### config.mk
export PLATFORM = sky130hd
export DESIGN_NAME = exe_mem_pipe_reg
export DESIGN_NICKNAME = d
export VERILOG_FILES = /design/src/rtl/exe_mem_pipe_reg.sv
export SDC_FILE = /design/constraint.sdc
export NUM_CORES = 1
export LEC_CHECK = 0
export BUFFER_PORTS_ARGS = -buffer_cell sky130_fd_sc_hd__buf_2
export CORE_MARGIN = 4
export CORE_UTILIZATION = 40
export DETAILED_ROUTE_END_ITERATION = 7
export GPL_ROUTABILITY_DRIVEN = 0
export GPL_TIMING_DRIVEN = 0
export RECOVER_POWER = 25
export SYNTH_ARGS = -nofsm -noshare
export SYNTH_HDL_FRONTEND = slang
export SYNTH_SLANG_ARGS = --single-unit
export TNS_END_PERCENT = 1
### constraint.sdc
create_clock -name clk -period 1.63 [get_ports clk]
set_input_delay 0.326 -clock clk [delete_from_list [all_inputs] [get_ports clk]]
set_output_delay 0.326 -clock clk [all_outputs]
set_load 0.02 [all_outputs]
### src/rtl/exe_mem_pipe_reg.sv
// EXE->MEM elastic pipeline register: a main slot (M) drives the MEM stage and a
// skid slot (S) absorbs one extra entry, so MEM stalls never feed a combinational
// ready path back into EXE.
// Latency: 1 cycle. Backpressure: in_ready drops only when both slots are full.
//
// Optional feature macro: EXE_MEM_FWD_EN adds fwd_wb_en / fwd_dest / fwd_data
// for the forwarding unit. The default build leaves it out.
//
// Ports:
//   clk, rst             clock, synchronous active-high reset
//   flush                synchronous squash of all held entries
//   in_valid / in_ready  EXE-side handshake (in_ready decoded from state only)
//   *_in                 WB_EN, MEM_R_EN, MEM_W_EN, alu_result, Val_Rm, Dest from EXE
//   out_valid/out_ready  MEM-side handshake
//   *_out                held entry in M; control bits qualified by out_valid
module exe_mem_pipe_reg #(
  parameter int DATA_W = 32,
  parameter int DEST_W = 4
) (
  input  logic              clk,
  input  logic              rst,
  input  logic              flush,
  input  logic              in_valid,
  output logic              in_ready,
  input  logic              WB_EN_in,
  input  logic              MEM_R_EN_in,
  input  logic              MEM_W_EN_in,
  input  logic [DATA_W-1:0] alu_result_in,
  input  logic [DATA_W-1:0] Val_Rm_in,
  input  logic [DEST_W-1:0] Dest_in,
  output logic              out_valid,
  input  logic              out_ready,
  output logic              WB_EN_out,
  output logic              MEM_R_EN_out,
  output logic              MEM_W_EN_out,
  output logic [DATA_W-1:0] alu_result_out,
  output logic [DATA_W-1:0] Val_Rm_out,
  output logic [DEST_W-1:0] Dest_out
`ifdef EXE_MEM_FWD_EN
  ,
  output logic              fwd_wb_en,
  output logic [DEST_W-1:0] fwd_dest,
  output logic [DATA_W-1:0] fwd_data
`endif
);

  typedef enum logic [1:0] {
    EMPTY = 2'd0,
    ONE   = 2'd1,
    FULL  = 2'd2
  } state_t;

  typedef struct packed {
    logic              wb_en;
    logic              mem_r_en;
    logic              mem_w_en;
    logic [DATA_W-1:0] alu_result;
    logic [DATA_W-1:0] val_rm;
    logic [DEST_W-1:0] dest;
  } entry_t;

  state_t state;
  entry_t m_q;
  entry_t s_q;
  entry_t in_ent;
  logic   accept;
  logic   drain;

  assign in_ent = {WB_EN_in, MEM_R_EN_in, MEM_W_EN_in, alu_result_in, Val_Rm_in, Dest_in};

  // Both handshake outputs depend on the state register alone.
  assign in_ready  = (state != FULL);
  assign out_valid = (state != EMPTY);

  assign accept = in_valid & in_ready;
  assign drain  = out_valid & out_ready;

  always_ff @(posedge clk) begin
    if (rst) begin
      state <= EMPTY;
      m_q   <= '0;
      s_q   <= '0;
    end else if (flush) begin
      // Squash: any same-cycle accept is dropped. Data fields are kept so the
      // outputs keep showing the last M value while empty.
      state      <= EMPTY;
      m_q.wb_en    <= 1'b0;
      m_q.mem_r_en <= 1'b0;
      m_q.mem_w_en <= 1'b0;
      s_q.wb_en    <= 1'b0;
      s_q.mem_r_en <= 1'b0;
      s_q.mem_w_en <= 1'b0;
    end else begin
      case (state)
        EMPTY: begin
          if (accept) begin
            m_q   <= in_ent;
            state <= ONE;
          end
        end
        ONE: begin
          if (accept && drain) begin
            m_q <= in_ent;
          end else if (accept) begin
            // MEM stalled: park the newer entry behind M to keep order.
            s_q   <= in_ent;
            state <= FULL;
          end else if (drain) begin
            state <= EMPTY;
          end
        end
        FULL: begin
          if (drain) begin
            m_q   <= s_q;
            state <= ONE;
          end
        end
        default: state <= EMPTY;
      endcase
    end
  end

  assign WB_EN_out      = m_q.wb_en    & out_valid;
  assign MEM_R_EN_out   = m_q.mem_r_en & out_valid;
  assign MEM_W_EN_out   = m_q.mem_w_en & out_valid;
  assign alu_result_out = m_q.alu_result;
  assign Val_Rm_out     = m_q.val_rm;
  assign Dest_out       = m_q.dest;

`ifdef EXE_MEM_FWD_EN
  assign fwd_wb_en = m_q.wb_en & out_valid;
  assign fwd_dest  = m_q.dest;
  assign fwd_data  = m_q.alu_result;
`endif

endmodule

==> results.txt <==
sequential-to-total area share from yosys stat = 44.9%
Post-synth EDFFs = 0
mapped cell area = 6420 µm²
worst-margin pin slew = 0.588 ns
leakage = 0.00388 µW
Max VDD drop = 0.688 mV
total iterations of the first detailed-routing run = 4
Total GRT Usage = 18.7%
# IOs = 149
Logic pwr share = 13.0%
CP Launch Type = register
Most Frequent Cell on Critical Path = buf_6
Area growth syn-to-layout = 30.0%
crit share post-route = 101%
Worst setup EP type = output pin
CP cell instances = nand2b_4 -> buf_6 -> buf_8 -> buf_6
die footprint = 18100 µm²
Crit Path Max Fanout = 10
Final setup viols = 1
Clock Skews = 0.00674 ns
clock-pin slew on the worst setup and hold paths = 0.06 ns
final core occ = 52.7%
max-slew violations = 0
WL final = 17300 µm
Post-Synth XOR/XNOR Area = 0%
asr flop ratio synth = 0%
violated checks = setup timing
DRT antenna net count = 0
Total Power = 8960 µW
CP Class = register to output pin
Avg WL per Cell = 15.3 µm
Critical Path RT = 1.30 ns
largest net degree at the start of global routing = 20
Die Y = 135 µm
synthesized flop and latch total = 144
status = finished, violations left
ys flop type = dfxtp_1
Layout Nets = 975
Final Hold Viols = 0
Filler Cells Inserted = 1533
vias in the first global route = 5335
r2r startpoint = state[1]$_SDFFE_PP0P_
Synth Area in Adders = 0%
# rows = 46
Skew-Pair Late Insertion Delay = 0.42 ns
Synth Area in Simple Gates = 9.69%
Post-Synthesis Cells = 727
critical path startpoint = state[0]$_SDFFE_PP0P_
Largest stage delay, worst path = 0.36 ns
syn_nets = 803
crit path max-delay cell type = dfxtp_4
Net Switching = 2160 µW
count leader, synth = dfxtp_1
Netlist cell types = 21
# diodes = 0
post-synthesis compound-gate area fraction = 20.7%
worst min path class = input port to register
switching share of power = 24.2%
max_cap viols = 0
H-Tree Depth = 4
core footprint = 15800 µm²
die width = 135 µm
flop-to-flop setup slack = 0.02 ns
synthesized area per cell = 8.83 µm²
YS warnings = 0
Max Root-Sink Buffers = 2
internal power = 6800 µW
Clock Sinks = 144
post-synthesis mux area share = 11.7%
share of layout cells above drive strength 1 = 34.2%
hold_sp = Val_Rm_in[13]
Initial Utilization = 40.5%
commonest cells in the netlist = dfxtp_1, nand2_1, a21oi_1
Remaining Overflow, GRT = 0
top cells by area, synth = dfxtp_1, mux2i_1, a21oi_1
sequential share of power = 41.8%
Detailed Place HPWL = 12200 µm
Vias = 5627
Cell Pwr Density = 1070 nW/µm²
Final min period = 1.64 ns
global-route wire length before repair = 27200 µm
share of the synthesized area in the top cell type = 44.9%
final critical-path setup slack = -0.0102 ns
CTS root buffer = clkbuf_16
clock share of power = 45.3%
TritonCTS buffer count = 17
initial antenna violation count = 0
fmax = 0.610 GHz
Synth area leader = dfxtp_1
Slew headroom = 60.8%
largest family of logic cells by synthesized area = compound AO/OA/AOI/OAI gates
Arr. time, crit path = 1.31 ns
RSZ-0062 raised after global routing = yes
final hold slack = 0.150 ns
Port Buffers = 148
initial drt markers = 362
vias per inst = 4.99
DRC violations left = 0
CTS tree = yes
## through the flow
stage                     instance area (µm²)  setup TNS (ns)  worst slack (ns)  cells
after detailed placement                 7430          -69.43            -0.765   1091
after global placement                   7430          -65.39            -0.753   1091
final                                    8340         -0.0102           -0.0102   1128
after global routing                     8340           -1.32           -0.0763   1128
after CTS                                8180          -0.751           -0.0609   1123
after floorplan                          6420               0             0.133    727
## routing by layer
metal,vias to the layer above,GRT usage [%],wire length (µm)
met5,-,0,0
met4,0,6.17,242
met2,147,28.3,7670
li1,2849,-,-
met3,24,4.36,925
met1,2607,26.4,8420
## worst max-delay path, delay by kind of cell (launching register included)
kind / cells / cell delay, ns
buffers and inverters: 3 / 0.38
DFF: 1 / 0.36
and+or+nand+nor: 1 / 0.14
## state kept, by name (all words and copies together), names as in the netlist
| signal | flops |
|---|---|
| m_q | 3 |
| s_q | 71 |
| Val_Rm_out | 32 |
| state | 2 |
| alu_result_out | 32 |
| Dest_out | 4 |
## layout make-up
class / count / area, µm² / area share, %
inverter: 2 / 7.51 / 0.0900
clock inverter: 3 / 65.1 / 0.780
tap: 216 / 270 / 3.24
clock buffer: 29 / 561 / 6.72
multi-input combinational: 443 / 2790 / 33.4
sequential: 144 / 2890 / 34.7
timing repair buffer: 155 / 812 / 9.74
buffer: 136 / 948 / 11.4
## layout by cell type (no fill, tap or decap), drive strengths merged
master  netlist  routed
a211oi        4       4
clkinv        0       1
dfxtp       144     144
or2           1       1
nor4bb        1       1
clkbuf       48      72
inv           2       2
and2          1       1
nor2b         5       5
a311oi       68      68
o22a          1       1
nand3b        1       1
bufinv        0       2
nand2b        2       2
o21ai         1       1
a21oi       137     137
nand2       138     138
nor2          8       8
mux2i        75      75
buf          90     248
## path summary, 6_finish.rpt
path,endpoint,cells after the start
min,s_q[17]$_SDFFE_PP0P_,3
max reg2reg,s_q[60]$_SDFFE_PP0P_,8
max,in_ready,4
min reg2reg,s_q[32]$_SDFFE_PP0P_,2
## cells by family after synthesis
kind of cell    count (synthesis)
simple gates                  157
compound gates                211
mux                            75
buf+inv                       140
flops                         144
## timing repair
| item | CTS | global route |
|---|---|---|
| endpoints found under the setup margin | 137 | 126 |
| pin swaps | 2 | 11 |
| resized for setup | 44 | 46 |
| hold buffers | 0 | 0 |
| buffers inserted | 2 | 5 |
## power groups by stage
stage	sequential [µW]	clock, µW	combinational, µW
floorplan	3790	0	748
global placement	3820	0	1120
detailed placement	3820	0	1120
CTS	3740	4120	1150
global route	3760	4250	1260
finish	3740	4050	1160
Note: power is estimated with default switching activity, not from simulation.
